## src/rtl/sevenseg_pkg.sv

```systemverilog
// Shared seven-segment definitions: active-low glyphs (dp off) used by the display
// encoder and by the capture block, plus the capture FSM state type.
package sevenseg_pkg;

    // Element k is the active-low pattern for hex nibble k; bit 0 is the decimal point.
    localparam logic [15:0][7:0] SEG_GLYPHS = {
        8'h71, 8'h61, 8'h85, 8'hE5, 8'hC1, 8'h11, 8'h19, 8'h01,
        8'h1F, 8'h41, 8'h49, 8'h99, 8'h0D, 8'h25, 8'h9F, 8'h03
    };

    localparam logic [7:0] SEG_BLANK = 8'hFF;

    typedef enum logic [1:0] {
        CAP_IDLE   = 2'd0,
        CAP_FILTER = 2'd1,
        CAP_HOLD   = 2'd2
    } cap_state_e;

    function automatic logic [7:0] glyphOf(input logic [3:0] nibble);
        return SEG_GLYPHS[nibble];
    endfunction

endpackage

```

## src/rtl/sevenseg_glyph_lookup.sv

```systemverilog
// Inverse glyph table: maps the seven active-low segment lines back to a hex nibble.
module sevenseg_glyph_lookup
    import sevenseg_pkg::*;
(
    input  logic [6:0] i_segN,
    output logic       o_match,
    output logic [3:0] o_nibble
);

    // Glyphs are unique, so at most one entry can hit; the decimal point is not compared.
    always_comb begin
        o_match  = 1'b0;
        o_nibble = 4'h0;
        for (int k = 0; k < 16; k++) begin
            if (i_segN == SEG_GLYPHS[k][7:1]) begin
                o_match  = 1'b1;
                o_nibble = 4'(k);
            end
        end
    end

endmodule

```

## src/rtl/sevenseg_capture.sv

```systemverilog
// Reads back a multiplexed seven-segment display bus: debounces each scanned digit,
// decodes it to hex and publishes complete frames with per-digit dp/error flags.
module sevenseg_capture
    import sevenseg_pkg::*;
#(
    parameter int NUM_DIGITS     = 8,
    parameter int STABLE_CYCLES  = 4,
    parameter int TIMEOUT_CYCLES = 65536
) (
    input  logic                    clk,
    input  logic                    rst,
    input  logic [NUM_DIGITS-1:0]   an_n,
    input  logic [7:0]              seg_n,
    output logic [4*NUM_DIGITS-1:0] value,
    output logic [NUM_DIGITS-1:0]   dp,
    output logic [NUM_DIGITS-1:0]   err,
    output logic                    frame_valid,
    output logic                    stall
);

    localparam int IDX_W    = (NUM_DIGITS > 1) ? $clog2(NUM_DIGITS) : 1;
    localparam int CNT_W    = $clog2(STABLE_CYCLES + 1);
    localparam int TO_W     = (TIMEOUT_CYCLES > 1) ? $clog2(TIMEOUT_CYCLES) : 1;
    localparam int SAMPLE_W = NUM_DIGITS + 8;

    cap_state_e r_state;
    cap_state_e w_stateNext;

    logic [SAMPLE_W-1:0]             w_sampleNext;
    logic [SAMPLE_W-1:0]             r_sample;
    logic                            w_valid;
    logic                            w_same;
    logic [IDX_W-1:0]                w_digitIdx;
    logic [CNT_W-1:0]                r_cnt;
    logic [CNT_W-1:0]                w_cntNext;
    logic                            w_commit;
    logic                            w_lookMatch;
    logic [3:0]                      w_lookNib;

    logic [NUM_DIGITS-1:0][3:0]      r_workNib;
    logic [NUM_DIGITS-1:0]           r_workDp;
    logic [NUM_DIGITS-1:0]           r_workErr;
    logic [NUM_DIGITS-1:0][3:0]      w_mergedNib;
    logic [NUM_DIGITS-1:0]           w_mergedDp;
    logic [NUM_DIGITS-1:0]           w_mergedErr;
    logic [NUM_DIGITS-1:0]           r_seen;
    logic [NUM_DIGITS-1:0]           w_seenNext;
    logic                            w_frameDone;

    logic [TO_W-1:0]                 r_toCnt;
    logic                            w_timeout;

    logic [NUM_DIGITS-1:0][3:0]      r_value;
    logic [NUM_DIGITS-1:0]           r_dp;
    logic [NUM_DIGITS-1:0]           r_err;
    logic                            r_frameValid;
    logic                            r_stall;

    // The FSM judges the pair being loaded into S against the pair S currently holds,
    // so the first capture edge already counts as one stable sample.
    assign w_sampleNext = {an_n, seg_n};
    assign w_valid      = ($countones(~an_n) == 1);
    assign w_same       = (w_sampleNext == r_sample);

    always_comb begin
        w_digitIdx = '0;
        for (int d = 0; d < NUM_DIGITS; d++) begin
            if (!an_n[d]) begin
                w_digitIdx = IDX_W'(d);
            end
        end
    end

    sevenseg_glyph_lookup u_lookup (
        .i_segN   (seg_n[7:1]),
        .o_match  (w_lookMatch),
        .o_nibble (w_lookNib)
    );

    always_ff @(posedge clk or posedge rst) begin
        if (rst) begin
            r_state  <= CAP_IDLE;
            r_cnt    <= '0;
            r_sample <= '0;
        end else begin
            r_state  <= w_stateNext;
            r_cnt    <= w_cntNext;
            r_sample <= w_sampleNext;
        end
    end

    always_comb begin
        w_stateNext = r_state;
        w_cntNext   = r_cnt;
        w_commit    = 1'b0;
        case (r_state)
            CAP_IDLE: begin
                if (w_valid) begin
                    w_stateNext = CAP_FILTER;
                    w_cntNext   = CNT_W'(1);
                end
            end
            CAP_FILTER: begin
                if (!w_same) begin
                    w_stateNext = w_valid ? CAP_FILTER : CAP_IDLE;
                    w_cntNext   = w_valid ? CNT_W'(1) : '0;
                end else if (r_cnt == CNT_W'(STABLE_CYCLES - 1)) begin
                    w_commit    = 1'b1;
                    w_stateNext = CAP_HOLD;
                    w_cntNext   = CNT_W'(STABLE_CYCLES);
                end else begin
                    w_cntNext   = r_cnt + 1'b1;
                end
            end
            CAP_HOLD: begin
                if (!w_same) begin
                    w_stateNext = w_valid ? CAP_FILTER : CAP_IDLE;
                    w_cntNext   = w_valid ? CNT_W'(1) : '0;
                end
            end
            default: begin
                w_stateNext = CAP_IDLE;
                w_cntNext   = '0;
            end
        endcase
    end

    // Working store with the digit being committed merged in, so a completing
    // commit can publish the full frame on the same edge.
    always_comb begin
        w_mergedNib              = r_workNib;
        w_mergedDp               = r_workDp;
        w_mergedErr              = r_workErr;
        w_mergedNib[w_digitIdx]  = w_lookMatch ? w_lookNib : 4'h0;
        w_mergedDp[w_digitIdx]   = ~seg_n[0];
        w_mergedErr[w_digitIdx]  = ~w_lookMatch;
    end

    assign w_seenNext  = r_seen | (NUM_DIGITS'(1) << w_digitIdx);
    assign w_frameDone = w_commit && (&w_seenNext);
    assign w_timeout   = (r_toCnt == TO_W'(TIMEOUT_CYCLES - 1));

    always_ff @(posedge clk or posedge rst) begin
        if (rst) begin
            r_workNib    <= '0;
            r_workDp     <= '0;
            r_workErr    <= '0;
            r_seen       <= '0;
            r_toCnt      <= '0;
            r_value      <= '0;
            r_dp         <= '0;
            r_err        <= '0;
            r_frameValid <= 1'b0;
            r_stall      <= 1'b0;
        end else begin
            r_frameValid <= 1'b0;
            if (w_commit) begin
                r_workNib <= w_mergedNib;
                r_workDp  <= w_mergedDp;
                r_workErr <= w_mergedErr;
                r_toCnt   <= '0;
                if (w_frameDone) begin
                    r_value      <= w_mergedNib;
                    r_dp         <= w_mergedDp;
                    r_err        <= w_mergedErr;
                    r_seen       <= '0;
                    r_frameValid <= 1'b1;
                    r_stall      <= 1'b0;
                end else begin
                    r_seen <= w_seenNext;
                end
            end else if (w_timeout) begin
                r_seen  <= '0;
                r_stall <= 1'b1;
                r_toCnt <= '0;
            end else begin
                r_toCnt <= r_toCnt + 1'b1;
            end
        end
    end

    assign value       = r_value;
    assign dp          = r_dp;
    assign err         = r_err;
    assign frame_valid = r_frameValid;
    assign stall       = r_stall;

endmodule

```

## config.mk

```make
export PLATFORM = sky130hd
export DESIGN_NAME = sevenseg_capture
export DESIGN_NICKNAME = d
export VERILOG_FILES = /design/src/rtl/sevenseg_pkg.sv /design/src/rtl/sevenseg_glyph_lookup.sv /design/src/rtl/sevenseg_capture.sv
export SDC_FILE = /design/constraint.sdc
export NUM_CORES = 1
export LEC_CHECK = 0
export ABC_AREA = 1
export CAP_MARGIN = 0
export CORE_ASPECT_RATIO = 1.5
export CORE_MARGIN = 3
export CORE_UTILIZATION = 55
export DETAILED_ROUTE_END_ITERATION = 10
export PLACE_DENSITY = 0.81
export REMOVE_ABC_BUFFERS = 1
export SYNTH_ARGS = -nofsm -noshare
export SYNTH_HDL_FRONTEND = slang
export SYNTH_SLANG_ARGS = --single-unit
```

## constraint.sdc

```tcl
create_clock -name clk -period 5.8 [get_ports clk]
set_input_delay 0.58 -clock clk [delete_from_list [all_inputs] [get_ports clk]]
set_output_delay 0.58 -clock clk [all_outputs]
set_load 0.02 [all_outputs]
```

==> out/summary.json <==
{
  "status": {"value": "finished clean"},
  "clockPowerShare": {"value": 48.9, "unit": "%"},
  "synth_sequential_area_ratio": {"value": 50.9, "unit": "%"},
  "gp_routability_congestion": {"value": 0.865},
  "ir_worst_vdd": {"value": 0.000172, "unit": "V"},
  "portBuffers": {"value": 67},
  "synthToLayoutAreaGrowth": {"value": 19.1, "unit": "%"},
  "maximum_capacitance_violations": {"value": 0},
  "initial_core_util": {"value": 56.2, "unit": "%"},
  "cpMostUsedCell": {"value": "fa_1"},
  "layout_min_cycle_time": {"value": 3.70, "unit": "ns"},
  "grt_max_degree": {"value": 94},
  "synth_edf_count": {"value": 0},
  "synthesis.area": {"value": 0.00703, "unit": "mm2"},
  "multiInputGateArea": {"value": 0.00301, "unit": "mm2"},
  "floorplan.core_area": {"value": 0.0125, "unit": "mm2"},
  "drt-wirelength-per-cell": {"value": 14.3, "unit": "um"},
  "postRouteWirelength": {"value": 16300, "unit": "um"},
  "netlist_instances": {"value": 906},
  "crit_path_max_fanout": {"value": 5},
  "reg2reg_setup_slack": {"value": 2.96, "unit": "ns"},
  "count_leader_synth": {"value": "nand2_1"},
  "swShare": {"value": 22.7, "unit": "%"},
  "drt_first_iter_violations": {"value": 457},
  "min_period_over_period": {"value": 63.7, "unit": "%"},
  "post_cts.resized_instances": {"value": 0},
  "grt_overflow": {"value": 0},
  "dr_total_vias": {"value": 5907},
  "cts.reportedPaths.clkPinSlew": {"value": 0.06, "unit": "ns"},
  "power_frac_seq": {"value": 44.5, "unit": "%"},
  "avgViaCountPerCell": {"value": 5.19},
  "arrival": {"value": 3.99, "unit": "ns"},
  "leakagePower": {"value": 0.00448, "unit": "uW"},
  "critPathSlowestCell": {"value": "clkdlybuf4s50_1"},
  "timing_max_transition_violations_final": {"value": 0},
  "route.detailed.drc": {"value": 0},
  "synth.ff_latch_count": {"value": 143},
  "cts.repair_timing.setup_buffer_count": {"value": 0},
  "chipWidth": {"value": 98.3, "unit": "um"},
  "fmax": {"value": 0.270, "unit": "GHz"},
  "fin_worst_hold_slack": {"value": 0.466, "unit": "ns"},
  "drive_above_1_share": {"value": 6.21, "unit": "%"},
  "worst_skew_pair.late_latency": {"value": 0.42, "unit": "ns"},
  "fin_total_pwr": {"value": 2290, "unit": "uW"},
  "cts_tree": {"value": "yes"},
  "combPwrFrac": {"value": 6.6, "unit": "%"},
  "floorplan.die_area": {"value": 0.0142, "unit": "mm2"},
  "synth.yosys.warnings": {"value": 0},
  "nets": {"value": 998},
  "dominantRegCellSynth": {"value": "dfrtp_1"},
  "final-setup-viol-count": {"value": 0},
  "switchingPower": {"value": 518, "unit": "uW"},
  "grt_pass1_vias": {"value": 5818},
  "post-route-util": {"value": 66.9, "unit": "%"},
  "gr-usage-all-layers": {"value": 23.6, "unit": "%"},
  "syn-mean-instance-area": {"value": 7.76, "unit": "um2"},
  "cts_sinks": {"value": 143},
  "critical_path_class": {"value": "in2reg"},
  "rsz0062_at_grt": {"value": "no"},
  "final_hold_viol_count": {"value": 0},
  "yosys-top-cells-count": {"value": "nand2_1 (459), dfrtp_1 (143), inv_1 (68), nor2_1 (51), o21ai_0 (34)"},
  "worstPathCellList": {"value": "clkdlybuf4s50_1, inv_1, fa_1, fa_1, fa_1, ha_1, inv_1, fa_1, nand3_1, a21oi_1, or2_2, nand2_1, nand2_1, o211ai_1"},
  "post-synth-top-area-fraction": {"value": 50.9, "unit": "%"},
  "number_of_buffers_inserted_during_clock_tree_synthesis": {"value": 17},
  "layout_cells_excl_fill": {"value": 1139},
  "clockRootBuffer": {"value": "clkbuf_16"},
  "diodes": {"value": 0},
  "post_synth_main_area_contributors": {"value": "dfrtp_1 (51%), nand2_1 (25%), inv_1 (3.6%)"},
  "crit_path_max_incr_delay": {"value": 0.57, "unit": "ns"},
  "drt.antenna.violating_nets": {"value": 0},
  "htree_num_levels": {"value": 4},
  "worst_hold_path_type": {"value": "reg2reg"},
  "clock_skew_after_layout": {"value": 0.00815, "unit": "ns"},
  "placementRows": {"value": 50},
  "cts_hold_buf": {"value": 0},
  "netlist-cell-type-count": {"value": 37},
  "endpoint_kind": {"value": "flop"},
  "synth_largest_area_cell": {"value": "dfrtp_1"},
  "die_h": {"value": 144, "unit": "um"},
  "antenna_violations_before_repair": {"value": 0},
  "crit_required": {"value": 6.10, "unit": "ns"},
  "dp_cells": {"value": 1107},
  "drt_pre_antenna_iters": {"value": 5},
  "synth-async-reset-ratio": {"value": 100, "unit": "%"},
  "area_of_all_sequential_standard_cells": {"value": 0.00358, "unit": "mm2"},
  "clock_path_buffers": {"value": 2},
  "grt_first_pass_wirelength": {"value": 27000, "unit": "um"},
  "internal_power_component": {"value": 1770, "unit": "uW"},
  "boundaryPins": {"value": 68},
  "slew_headroom": {"value": 33.6, "unit": "%"},
  "timing.setup.tns": {"value": 0, "unit": "ns"},
  "timing_worst_slew_pin_value": {"value": 0.995, "unit": "ns"},
  "pwr_density_cell": {"value": 273, "unit": "mW/mm2"},
  "hpwl": {"value": 10300, "unit": "um"},
  "timing.critical_path.from_type": {"value": "primary input"},
  "fillCellCount": {"value": 1036}
}
## path summary, 6_finish.rpt
| check | end | from | depth (start not counted) |
|---|---|---|---|
| max | r_cnt[0]$_DFFE_PP0P_ | an_n[3] | 14 |
| min reg2reg | r_toCnt[0]$_DFF_PP0_ | r_toCnt[0]$_DFF_PP0_ | 1 |
| min | r_toCnt[0]$_DFF_PP0_ | r_toCnt[0]$_DFF_PP0_ | 1 |
| max in group asynchronous | r_workNib[8]$_DFFE_PP0P_ | rst | 3 |
| max reg2reg | value[4]$_DFFE_PP0P_ | r_sample[7]$_DFF_PP0_ | 9 |
| min in group asynchronous | dp[0]$_DFFE_PP0P_ | rst | 2 |
## worst max-delay path, delay by kind of cell
kind | cells | cell delay [ns]
AND/OR/NAND/NOR | 4 | 0.37
adder cells (fa/ha/maj) | 5 | 2.08
AO/OA/AOI/OAI | 2 | 0.25
buffers and inverters | 3 | 0.72
## cell type report
type	instances	area share [%]
tap	156	2.33
clock buffer	22	5.66
multi-input combinational	664	35.9
timing repair buffer	71	8.37
clock inverter	10	1.61
sequential	143	42.7
inverter	73	3.33
## kinds of logic (layout without fill, tap and decap cells)
group,after synthesis,after routing,synth area share (%)
AOI/OAI and AO/OA,53,53,4.27
xor gates and xnor gates,17,17,2.12
and+or+nand+nor,584,584,34.1
adders and majority gates,10,10,2.21
DFF,143,143,50.9
buffers and inverters,99,176,6.37
## power groups by stage
stage / clock [uW] / combinational [uW] / sequential [uW]
after floorplan: 0 / 98.7 / 1030
final: 1120 / 152 / 1020
after global placement: 0 / 145 / 1030
after CTS: 1130 / 154 / 1020
after detailed placement: 0 / 148 / 1030
after global routing: 1180 / 177 / 1020
## sequential cells by signal, summed over array words and instances, names as in the netlist, 3 cells and up
| register | count |
|---|---|
| r_workNib | 32 |
| value | 32 |
| r_sample | 16 |
| r_toCnt | 16 |
| dp | 8 |
| err | 8 |
| r_seen | 8 |
| r_workDp | 8 |
| r_workErr | 8 |
| r_cnt | 3 |
## per-stage QoR
step | instance area (um2) | worst slack, ns
6_report | 8370 | 2.10
5_1_grt | 8370 | 1.86
4_1_cts | 8370 | 2.10
3_5_place_dp | 7760 | 1.73
3_3_place_gp | 7760 | 1.78
2_1_floorplan | 6860 | 1.38
## placed cells by master (no fill, tap or decap), types with 4 or more instances in the layout
cell type        count
a21oi_1              7
nor2_2               5
nand4_1             11
inv_2                5
xor2_1              15
nor3_1               7
o21ai_0             34
nor2_1              51
clkinv_2             4
dfrtp_1            143
ha_1                 6
buf_4                4
nor3b_1              5
fa_1                 4
o21a_1               4
inv_1               67
clkbuf_16           17
clkdlybuf4s50_1     67
nand2_1            459
nand3_1             28
## routing by layer
layer	track usage, %	share of wire, %	vias to the layer above
li1	-	-	2917
met1	28.5	41	2782
met2	41.2	52	156
met3	3.91	4.2	52
met4	11.4	3.2	0
met5	0	0	-
(Power assumes the default switching activity.)
